[src/rtl/pwm_duty_meter.sv]
// PWM capture: reports high time and period in clk cycles once per PWM period and flags a stuck input.
// Optional glitch filter between synchronizer and edge detector: define PWM_METER_GLITCH_FILTER_EN.
module pwm_duty_meter #(
  parameter int          CNT_W    = 20,
  parameter int unsigned TIMEOUT  = 1_000_000,
  parameter int          FILT_LEN = 4
) (
  input  logic             clk,
  input  logic             rst,
  input  logic             pwm_in,
  output logic [CNT_W-1:0] high_cnt,
  output logic [CNT_W-1:0] period_cnt,
  output logic             meas_valid,
  output logic             level_stuck,
  output logic             stuck_level,
  output logic [1:0]       state_o
);

  typedef enum logic [1:0] {
    S_IDLE  = 2'd0,
    S_MEAS  = 2'd1,
    S_STUCK = 2'd2
  } state_t;

  localparam logic [CNT_W-1:0] ONE    = CNT_W'(1);
  localparam logic [CNT_W-1:0] TO_CNT = CNT_W'(TIMEOUT);
  localparam bit CFG_OK = (FILT_LEN >= 2) && (FILT_LEN <= 15) &&
                          (64'(TIMEOUT) < ((64'(1) << CNT_W) - 64'(1)));

  if (!CFG_OK) begin : g_cfg_err
    $error("pwm_duty_meter: FILT_LEN must be 2..15 and TIMEOUT < 2^CNT_W-1");
  end

  logic sync1_q, pwm_s_q, pwm_d_q;
  logic lvl;

  always_ff @(posedge clk or negedge rst) begin
    if (!rst) begin
      sync1_q <= 1'b0;
      pwm_s_q <= 1'b0;
    end else begin
      sync1_q <= pwm_in;
      pwm_s_q <= sync1_q;
    end
  end

`ifdef PWM_METER_GLITCH_FILTER_EN
  // The filtered level follows pwm_s only after FILT_LEN consecutive disagreeing samples.
  logic       filt_q;
  logic [3:0] run_q;

  always_ff @(posedge clk or negedge rst) begin
    if (!rst) begin
      filt_q <= 1'b0;
      run_q  <= 4'd0;
    end else if (pwm_s_q == filt_q) begin
      run_q <= 4'd0;
    end else if (run_q == 4'(FILT_LEN - 1)) begin
      filt_q <= pwm_s_q;
      run_q  <= 4'd0;
    end else begin
      run_q <= run_q + 4'd1;
    end
  end

  assign lvl = filt_q;
`else
  assign lvl = pwm_s_q;
`endif

  logic rise, fall, timeout_hit;
  assign rise        = lvl & ~pwm_d_q;
  assign fall        = ~lvl & pwm_d_q;

  state_t           state_q, state_d;
  logic [CNT_W-1:0] cnt_q, cnt_d;
  logic [CNT_W-1:0] hi_lat_q, hi_lat_d;
  logic [CNT_W-1:0] high_cnt_q, high_d;
  logic [CNT_W-1:0] period_cnt_q, period_d;
  logic             valid_q, valid_d;
  logic             stuck_q, stuck_d;
  logic             stuck_lvl_q, stuck_lvl_d;

  // >= rather than == so an edge landing exactly on TIMEOUT cannot let cnt run past it and wrap.
  assign timeout_hit = (cnt_q >= TO_CNT);

  always_comb begin
    state_d     = state_q;
    cnt_d       = cnt_q + ONE;
    hi_lat_d    = hi_lat_q;
    high_d      = high_cnt_q;
    period_d    = period_cnt_q;
    valid_d     = 1'b0;
    stuck_d     = stuck_q;
    stuck_lvl_d = stuck_lvl_q;
    if (rise) cnt_d = ONE;
    unique case (state_q)
      S_IDLE: begin
        if (rise) begin
          state_d = S_MEAS;
        end else if (fall) begin
          cnt_d = '0;
        end else if (timeout_hit) begin
          state_d     = S_STUCK;
          stuck_d     = 1'b1;
          stuck_lvl_d = lvl;
        end
      end
      S_MEAS: begin
        if (rise) begin
          high_d   = hi_lat_q;
          period_d = cnt_q;
          valid_d  = 1'b1;
        end else if (fall) begin
          hi_lat_d = cnt_q;
        end else if (timeout_hit) begin
          state_d     = S_STUCK;
          stuck_d     = 1'b1;
          stuck_lvl_d = lvl;
        end
      end
      S_STUCK: begin
        cnt_d = cnt_q;
        if (rise) begin
          cnt_d   = ONE;
          stuck_d = 1'b0;
          state_d = S_MEAS;
        end else if (fall) begin
          cnt_d   = '0;
          stuck_d = 1'b0;
          state_d = S_IDLE;
        end
      end
      default: state_d = S_IDLE;
    endcase
  end

  always_ff @(posedge clk or negedge rst) begin
    if (!rst) begin
      pwm_d_q      <= 1'b0;
      state_q      <= S_IDLE;
      cnt_q        <= '0;
      hi_lat_q     <= '0;
      high_cnt_q   <= '0;
      period_cnt_q <= '0;
      valid_q      <= 1'b0;
      stuck_q      <= 1'b0;
      stuck_lvl_q  <= 1'b0;
    end else begin
      pwm_d_q      <= lvl;
      state_q      <= state_d;
      cnt_q        <= cnt_d;
      hi_lat_q     <= hi_lat_d;
      high_cnt_q   <= high_d;
      period_cnt_q <= period_d;
      valid_q      <= valid_d;
      stuck_q      <= stuck_d;
      stuck_lvl_q  <= stuck_lvl_d;
    end
  end

  // meas_valid is a one-cycle strobe with no ready; high_cnt/period_cnt are valid with it and hold until the next one.
  assign high_cnt    = high_cnt_q;
  assign period_cnt  = period_cnt_q;
  assign meas_valid  = valid_q;
  assign level_stuck = stuck_q;
  assign stuck_level = stuck_lvl_q;
  assign state_o     = state_q;

endmodule

[config.mk]
export PLATFORM = sky130hd
export DESIGN_NAME = pwm_duty_meter
export DESIGN_NICKNAME = d
export VERILOG_FILES = /design/src/rtl/pwm_duty_meter.sv
export SDC_FILE = /design/constraint.sdc
export NUM_CORES = 1
export LEC_CHECK = 0
export CORE_MARGIN = 2
export CORE_UTILIZATION = 30
export DETAILED_ROUTE_END_ITERATION = 10
export PLACE_DENSITY = 0.53
export SYNTH_ARGS = -nofsm -noshare
export SYNTH_HDL_FRONTEND = slang
export SYNTH_SLANG_ARGS = --single-unit
[constraint.sdc]
create_clock -name clk -period 2 [get_ports clk]
set_input_delay 0.3 -clock clk [delete_from_list [all_inputs] [get_ports clk]]
set_output_delay 0.3 -clock clk [all_outputs]
set_load 0.005 [all_outputs]
==> summary.md <==
| Metric | Value |
|---|---|
| Synth Area in XOR/XNOR | 2.31% |
| Max Clk Rate | around 540 MHz |
| Final WL | 7750 µm |
| Met2 wire length | 3910 µm |
| Worst Tran Pin Value | between 400 and 500 ps |
| Vias in the first global route | 2625 |
| Nets | 367 |
| Crit start category | register |
| Leading cell types by count after synthesis | 88 x dfrtp_1, 52 x mux2_2, 19 x nand2_1, 15 x nor2_1, 9 x xnor2_1 |
| Final Skew | approximately 5.7 ps |
| Worst hold margin | 357 ps |
| Crit path DAT | 2100 ps |
| RSZ-0062 raised after global routing | no |
| GR Overflow Total | 0 |
| Largest net degree at the start of global routing | 35 |
| Root buf cell | clkbuf_16 |
| Most common cell in the netlist | dfrtp_1 |
| Sequential power share | 43.6% |
| # rows | 41 |
| Setup violators final | 0 |
| Post-Synth Adder-Cell Area | 1.65% |
| CP Data Required Time | approximately 2300 ps |
| Post-CTS Setup Bufs | 0 |
| Final period util | between 90% and 100% |
| Clk network pwr share | a little over two fifths |
| Drt via density | 4.67 |
| Antenna Nets Post-Route | 0 |
| LEAKAGE | 2.34 nW |
| Top Ports | 48 |
| Yosys warns | 0 |
| Fin util | 39.9% |
| Crit Path Category | register to register |
| H-Tree Depth | 3 |
| Clock transition at the registers of the reported paths | 60 ps |
| Initial antenna violation count | 0 |
| Num CTS Buffers | 9 |
| Yosys top cell area share | between 50% and 60% |
| Global placement routability congestion | 0.756 |
| DIE AREA | 13500 µm² |
| Maximum clock insertion buffer count | 2 |
| Total power per unit cell area | 930 nW/µm² |
| Reg-to-Reg Start | pwm_d_q |
| Post-synth ARST share | 100% |
| Final Non-Filler Cells | 536 |
| Syn avg cell area | 12.9 µm² |
| Maximum VDD drop | 0.445 mV |
| Metal-1 WL | 3480 µm |
| Cells after DPL | 519 |
| Switching share of power | 21.6% |
| Global-route wire length before repair | 13000 µm |
| # Max-Cap Violations | 0 |
| Multiplexer area fraction after synthesis | 18.4% |
| Primary FF master, synth | dfrtp_1 |
| Sequential fraction of the synthesis area | 58.2% |
| Area contributors post-synth | dfrtp_1 58%, mux2_2 15%, mux2_1 2.4%, xnor2_1 2.1%, nand2_1 1.9% |
| DR top layer | met4 |
| Number of flops mapped to enable cells by yosys | 0 |
| Worst-Skew Late Latency | 330 ps |
| Vias | 2503 |
| Avg WL per Cell | 14.5 µm |
| Worst hold start | sync1_q |
| Net switching power | 1.00 mW |
| Area Overhead vs Synth | 31.4% |
| Crit path capture type | register |
| DRC | 0 |
| Core Box Area | around 12000 µm² |
| Combinational Power Share | 12.4% |
| FF+latch count, synth | a little under 90 |
| Port bufs | between 40 and 50 |
| 1st-pass router iterations | 4 |
| Slew HR | 67.7% |
| Syn_nets | 301 |
| Die height | 116 µm |
| CTS tree | yes |
| Cell taking the most area after synthesis | dfrtp_1 |
| Setup TNS | 0 ps |
| Initial Utilization | between 30% and 40% |
| Syn Inst Count | 293 |
| Largest family of logic cells by synthesized area | multiplexers |
| Final Hold Vio Count | 0 |
| Hold Crit Class | register to register |
| Total GRT Usage | 12.5% |
| Die span in x | 116 µm |
| Share of cells above drive strength 1 | 29.1% |
| Slew Viols, Final | 0 |
| Int Pwr | 3.63 mW |
| Setup WS pre-CTS | 18.5 ps |
| Status | finished, final reports clean |
| Synth Area in Simple Gates | between 10 and 15% |
| Diodes inserted | 0 |
| Distinct cells, synth | 49 |
| Crit path time final | 1840 ps |
| DP HPWL | 5420 µm |
| Routed wire length on met3 | 252 µm |
| Synth Area in Compound Gates | roughly 4.6% |
| Clock sinks | 88 |
| Post-synthesis cell area | 3790 µm² |
| Crit. Startpoint | pwm_d_q |
| CP Max Fanout | 2 |
| Setup ws final | 160 ps |
| Number of DRC markers in iteration 0 | between 100 and 150 |
[power groups by stage]
stage,Combinational (mW),Clock (mW),Sequential (mW)
after global routing,0.643,2.18,2.04
after CTS,0.586,2.09,2.02
final,0.575,2.03,2.02
after detailed placement,0.580,0,2.06
after floorplan,0.264,0,2.04
after global placement,0.573,0,2.05
[cell usage in the layout (no fill, tap or decap), types with 2 or more instances in the layout]
| master | count |
|---|---|
| buf_4 | 25 |
| bufinv_16 | 4 |
| clkbuf_16 | 9 |
| clkdlybuf4s50_1 | 46 |
| clkinv_2 | 2 |
| dfrtp_1 | 87 |
| ha_1 | 5 |
| inv_1 | 8 |
| mux2_1 | 8 |
| mux2_2 | 52 |
| mux2i_1 | 2 |
| nand2_1 | 18 |
| nand2_2 | 2 |
| nand2b_1 | 3 |
| nand3_1 | 6 |
| nand3_2 | 2 |
| nand4_1 | 5 |
| nor2_1 | 15 |
| nor3_1 | 4 |
| nor4_1 | 7 |
| o21ai_0 | 8 |
| o21bai_1 | 2 |
| o311ai_1 | 2 |
| or3_1 | 2 |
| xnor2_1 | 9 |
[routing by layer]
metal	vias up	global-route usage (%)
met4	0	4.68
li1	1175	-
met1	1284	15.5
met3	8	3.53
met5	-	0
met2	36	21.0
[metrics by stage]
step	area (µm²)	power, mW
3_5_place_dp	4560	2.64
2_1_floorplan	3790	2.31
4_1_cts	4950	4.70
5_1_grt	4980	4.87
6_report	4980	4.63
3_3_place_gp	4560	2.62
[worst max-delay path, stage by stage, from the launching register on]
cell      delay (ps)
dfrtp_1          340
inv_1             40
ha_1             290
and3b_2          220
or4b_4           500
nor4_4           230
o21bai_1         140
[cell type report]
| cell class | count | area, µm² |
|---|---|---|
| Timing Repair Buffer | 73 | 678 |
| Fill cell | 1194 | 7490 |
| Multi-Input combinational cell | 179 | 1480 |
| Inverter | 8 | 30.0 |
| Clock buffer | 10 | 239 |
| Tap cell | 172 | 215 |
| Sequential cell | 88 | 2200 |
| Clock inverter | 6 | 130 |
[logic make-up (layout without fill, tap and decap cells)]
logic type,Yosys count,in the layout
XOR/XNOR,10,10
AO/OA/AOI/OAI,25,25
AND/OR/NAND/NOR,77,77
flip-flops,88,88
buffers and inverters,26,97
multiplexers,62,62
adder cells (fa/ha/maj),5,5
[sequential cells by signal, indices dropped and copies added, names as in the netlist]
| signal | count |
|---|---|
| cnt_q | 20 |
| hi_lat_q | 20 |
| high_cnt | 20 |
| period_cnt | 20 |
| state_o | 2 |
| level_stuck | 1 |
| lvl | 1 |
| meas_valid | 1 |
| pwm_d_q | 1 |
| stuck_level | 1 |
| sync1_q | 1 |
[path summary, 6_finish.rpt]
check,endpoint,slack (ps),depth (start not counted)
min in group asynchronous,high_cnt[11],470,2
max in group asynchronous,high_cnt[7],850,3
hold / removal,lvl,360,0
hold reg to reg,lvl,360,0
setup / recovery,cnt_q[19],160,6
setup reg to reg,cnt_q[19],160,6
[what timing repair did]
action / CTS / global route
resized for setup: 1 / 6
cloned: 0 / 0
endpoints found under the setup margin: 1 / 4
hold buffers: 1 / 0
endpoints found under the hold margin: 32 / 0
pin swaps: 0 / 2
(Power assumes the default switching activity.)
